**src/rtl/pipe_stage_buf_pkg.sv**
```systemverilog
// Shared pipeline definitions: the buffer state encoding and the RV32I NOP.
// The NOP is the payload a stage presents while it holds nothing valid.
package pipe_stage_buf_pkg;

    // EMPTY: nothing held; BUSY: main valid; FULL: main and skid valid
    typedef enum logic [1:0] {
        ST_EMPTY = 2'd0,
        ST_BUSY  = 2'd1,
        ST_FULL  = 2'd2
    } state_t;

    // addi x0, x0, 0
    localparam logic [31:0] RV32I_NOP = 32'h00000013;

endpackage

```
**src/rtl/pipe_stage_buf.sv**
```systemverilog
// Two-entry (main + skid) pipeline stage buffer with valid/ready handshakes
// on both sides and a registered in_ready, so there is no combinational path
// from out_ready back to in_ready.
//
// Ports:
//   clk        rising-edge clock
//   rst_n      synchronous active-low reset
//   flush      drop every held entry and the same-cycle input
//   in_valid   upstream payload valid
//   in_ready   stage can accept a payload this cycle (registered)
//   in_data    upstream payload
//   out_valid  stage presents a valid payload
//   out_ready  downstream accepts; low means stall
//   out_data   main register when valid, NOP_VALUE otherwise
//   stall_cnt  saturating count of cycles with out_valid=1, out_ready=0
module pipe_stage_buf
    import pipe_stage_buf_pkg::*;
#(
    parameter int unsigned               DATA_WIDTH = 32,
    parameter logic [DATA_WIDTH-1:0]     NOP_VALUE  = DATA_WIDTH'(RV32I_NOP),
    parameter int unsigned               CNT_WIDTH  = 16
) (
    input  logic                  clk,
    input  logic                  rst_n,
    input  logic                  flush,
    input  logic                  in_valid,
    output logic                  in_ready,
    input  logic [DATA_WIDTH-1:0] in_data,
    output logic                  out_valid,
    input  logic                  out_ready,
    output logic [DATA_WIDTH-1:0] out_data,
    output logic [CNT_WIDTH-1:0]  stall_cnt
);

    state_t                state_q;
    state_t                state_d;
    logic                  in_ready_q;
    logic [DATA_WIDTH-1:0] main_q;
    logic [DATA_WIDTH-1:0] skid_q;
    logic [CNT_WIDTH-1:0]  stall_q;

    logic in_fire;
    logic out_fire;
    logic load_main_in;
    logic load_main_skid;
    logic load_skid;
    logic stall_inc;

    assign in_fire  = in_valid && in_ready_q && !flush;
    assign out_fire = out_valid && out_ready;

    // State, in_ready and stall counter; reset wins over flush and transfers
    always_ff @(posedge clk) begin
        if (!rst_n) begin
            state_q    <= ST_EMPTY;
            in_ready_q <= 1'b1;
            stall_q    <= '0;
        end else begin
            state_q    <= state_d;
            // in_ready is the registered decode of the next state
            in_ready_q <= (state_d != ST_FULL);
            if (stall_inc) begin
                stall_q <= stall_q + 1'b1;
            end
        end
    end

    // Payload registers carry no reset; their content only matters when valid
    always_ff @(posedge clk) begin
        if (load_main_in) begin
            main_q <= in_data;
        end else if (load_main_skid) begin
            main_q <= skid_q;
        end
        if (load_skid) begin
            skid_q <= in_data;
        end
    end

    // Next-state and register-load decode
    always_comb begin
        state_d        = state_q;
        load_main_in   = 1'b0;
        load_main_skid = 1'b0;
        load_skid      = 1'b0;
        case (state_q)
            ST_EMPTY: begin
                if (in_fire) begin
                    state_d      = ST_BUSY;
                    load_main_in = 1'b1;
                end
            end
            ST_BUSY: begin
                if (in_fire && out_fire) begin
                    load_main_in = 1'b1;
                end else if (in_fire) begin
                    state_d   = ST_FULL;
                    load_skid = 1'b1;
                end else if (out_fire) begin
                    state_d = ST_EMPTY;
                end
            end
            ST_FULL: begin
                // in_ready is low here, so no input can arrive
                if (out_fire) begin
                    state_d        = ST_BUSY;
                    load_main_skid = 1'b1;
                end
            end
            default: begin
                state_d = ST_EMPTY;
            end
        endcase
        if (flush) begin
            state_d        = ST_EMPTY;
            load_main_in   = 1'b0;
            load_main_skid = 1'b0;
            load_skid      = 1'b0;
        end
    end

    // Outputs
    always_comb begin
        out_valid = (state_q != ST_EMPTY);
        out_data  = out_valid ? main_q : NOP_VALUE;
        stall_inc = out_valid && !out_ready && !flush && (stall_q != '1);
    end

    assign in_ready  = in_ready_q;
    assign stall_cnt = stall_q;

endmodule
```
**config.mk**
```make
export PLATFORM = sky130hd
export DESIGN_NAME = pipe_stage_buf
export DESIGN_NICKNAME = d
export VERILOG_FILES = /design/src/rtl/pipe_stage_buf_pkg.sv /design/src/rtl/pipe_stage_buf.sv
export SDC_FILE = /design/constraint.sdc
export NUM_CORES = 1
export LEC_CHECK = 0
export ABC_AREA = 1
export ABC_CLOCK_PERIOD_IN_PS = 3900
export BUFFER_PORTS_ARGS = -buffer_cell sky130_fd_sc_hd__buf_2
export CAP_MARGIN = 10
export CORE_AREA = 2 2 99 101
export CTS_BUF_LIST = sky130_fd_sc_hd__clkbuf_8
export CTS_CLUSTER_DIAMETER = 100
export CTS_CLUSTER_SIZE = 40
export DETAILED_ROUTE_END_ITERATION = 10
export DIE_AREA = 0 0 101 103
export GPL_TIMING_DRIVEN = 0
export PLACE_DENSITY = 0.58
export SYNTH_ARGS = -nofsm -noshare
export SYNTH_HDL_FRONTEND = slang
export SYNTH_SLANG_ARGS = --single-unit
```
**constraint.sdc**
```tcl
create_clock -name clk -period 3.9 [get_ports clk]
set_input_delay 0.78 -clock clk [delete_from_list [all_inputs] [get_ports clk]]
set_output_delay 0.78 -clock clk [all_outputs]
set_load 0.03 [all_outputs]
```
==> impl_metrics.json <==
{
  "status": "finished, final reports clean",
  "max-cap-violations": 0,
  "drc": 0,
  "vias": 2571,
  "drt_pre_antenna_iters": 4,
  "cts_setup_buffers": 0,
  "max-clock-path-buffers": 2,
  "rsz0062_at_grt": "false",
  "yosysUniqueCellTypes": 28,
  "synth.area.top_cells": "edfxtp_1 (52%), dfxtp_1 (10%), mux2_2 (9.2%), nor2_1 (5.3%), nand2_1 (5.0%)",
  "synth.largest_area_cell": "edfxtp_1",
  "avgRoutedWirePerCell_microns": 13.09,
  "io_buffers": 86,
  "worst_pin_slew_ns": 0.6848,
  "final_common_cell": "buf_2",
  "nFillCells": 876,
  "worst_slack_ns": 1.277,
  "vdd_drop_max_uv": 181.0,
  "dieHeight_microns": 103,
  "p_per_area_nw_per_um2": 377.5,
  "max_freq_mhz": 381.3,
  "pre_cts_slack_ns": 1.467,
  "p_total_mw": 1.709,
  "power.leakage_nw": 1.929,
  "synth_nets": 368,
  "nets": 469,
  "ff_latch_area_sq_um": 2302,
  "setup_viol": 0,
  "avgSynthCellArea_sq_um": 11.12,
  "die_w_microns": 101,
  "cts_tree": "built",
  "m1WireLength_microns": 3339,
  "netlist_instances": 330,
  "stdcell_area_sq_um": 4526,
  "grt_max_degree": 18,
  "maxSlewViolCount": 0,
  "viasPerCell": 4.675,
  "wl_met2_microns": 3382,
  "ys_warn_count": 0,
  "clock_sinks": 83,
  "grt_use_total_pct": 14.51,
  "die_area_sq_um": 10400,
  "pwr-share-comb_pct": 6.5,
  "routed_wl_microns": 7202,
  "synth_seq_cells": 83,
  "grt-ovfl-total": 0,
  "root_buffer": "clkbuf_8",
  "placed_cells": 534,
  "synth_area_sq_um": 3670,
  "core-area_sq_um": 9459,
  "drtIter0Drc": 95,
  "layout_common_cells": "buf_2 (86), edfxtp_1 (64), nor2_1 (52), nand2_1 (49), inv_1 (45)",
  "end_kind": "output pin",
  "crit_arrival_ns": 1.84,
  "start_kind": "flip-flop",
  "relSlewSlack_pct": 54.10,
  "critical_path.max_fanout": 10,
  "multi_input_area_sq_um": 1147,
  "setup-tns-final_ns": 0,
  "p_clk_share_pct": 36.7,
  "p_int_mw": 1.314,
  "ios": 87,
  "placed_area_sq_um": 4324,
  "hold_violations": 0,
  "grt_pass1_vias": 2330,
  "numCtsBuffers": 9,
  "required_ns": 3.12,
  "cts_resized": 0,
  "start_util_pct": 38.80,
  "clk_latency_ns": 0.36,
  "skew_ns": 0.006871,
  "htreeDepth": 3,
  "switching_power_uw": 394.5,
  "wl_met3_microns": 373,
  "area_growth_pct": 23.32,
  "clk_pin_slew_worst_paths_ns": 0.09,
  "place.gp.congestion": 0.8084,
  "drtAntennaViolNets": 0,
  "fin_crit_ns": 2.623,
  "dpl.hpwl_microns": 5085,
  "period_share_pct": 67.25,
  "fin_util_pct": 47.84,
  "sw_frac_of_total_pct": 23.09,
  "critical_path_class": "reg -> out",
  "antenna_cells": 0,
  "row_count": 36,
  "synth_top_cell_area_share_pct": 52.37,
  "hp-class": "reg -> reg",
  "top_layer": "met4",
  "final_cell_count_no_fill": 550,
  "grt_antenna_before_repair": 0,
  "yosysSeqAreaShare_pct": 62.73,
  "cts_hold_buf": 0,
  "fin_hold_ws_ns": 0.5082,
  "power_frac_seq_pct": 56.9,
  "grt_first_pass_wirelength_microns": 11370,
  "drive_gt1_share_pct": 36.01
}
cell usage after synthesis:
master,instances
nor2_2,4
xnor2_1,2
nor3b_1,1
inv_2,2
o211ai_1,1
o21ai_0,2
nand2_2,2
or2_2,3
edfxtp_1,64
clkbuf_1,4
ha_1,1
nor3_2,1
o211ai_4,1
mux2_2,30
o21ai_4,1
nor3_1,3
nand3_1,13
nor2_4,1
nand4_1,5
dfxtp_1,19
mux2_1,2
nand3_2,1
inv_1,45
nand2_1,49
a21oi_1,13
buf_6,4
nor2_1,52
xor2_1,4
layout make-up:
| cell class | count | share of cell area, % |
|---|---|---|
| timing repair buffer | 90 | 10.95 |
| multi-input combinational | 192 | 25.35 |
| inverter | 47 | 3.898 |
| clock inverter | 7 | 1.714 |
| clock buffer | 9 | 2.737 |
| tap | 114 | 3.152 |
| buffer | 8 | 1.327 |
| sequential | 83 | 50.87 |
worst max-delay path, stage by stage (launching register included):
cell	delay, ns
dfxtp_1	0.36
nor2_2	0.32
clkbuf_1	0.43
or2_2	0.19
buf_2	0.18
power groups by stage:
stage / Sequential (mW) / Clock, mW / Combinational, mW
after floorplan: 0.993 / 0 / 0.0633
after global placement: 0.994 / 0 / 0.106
after detailed placement: 0.992 / 0 / 0.113
after CTS: 0.972 / 0.655 / 0.113
after global routing: 0.973 / 0.690 / 0.123
final: 0.971 / 0.627 / 0.111
cell families after synthesis:
kind of cell             synth area share [%]
AND/OR/NAND/NOR                         15.96
flip-flops                              62.73
buffers and inverters                   6.444
multiplexers                            9.819
AO/OA/AOI/OAI                           3.273
XOR/XNOR                                1.432
adder cells (fa/ha/maj)                0.3409
metal layers:
layer / vias to the layer above / track usage, %
li1: 1301 / -
met1: 1197 / 18.44
met2: 64 / 22.77
met3: 9 / 3.661
met4: 0 / 8.108
met5: - / 0
final timing paths:
| kind | start | endpoint | depth (start not counted) | slack, ns |
|---|---|---|---|---|
| worst max-delay path | state_q[0] | out_data[4] | 4 | 1.28 |
| worst min-delay path | stall_cnt[1] | stall_cnt[1] | 2 | 0.51 |
| worst max register to register | state_q[1] | skid_q[18] | 5 | 2.06 |
| worst min register to register | stall_cnt[1] | stall_cnt[1] | 2 | 0.51 |
registers in the layout (all words and copies together) (netlist names):
register / cells
skid_q: 32
state_q: 2
in_ready: 1
main_q: 32
stall_cnt: 16
(Power assumes the default switching activity.)
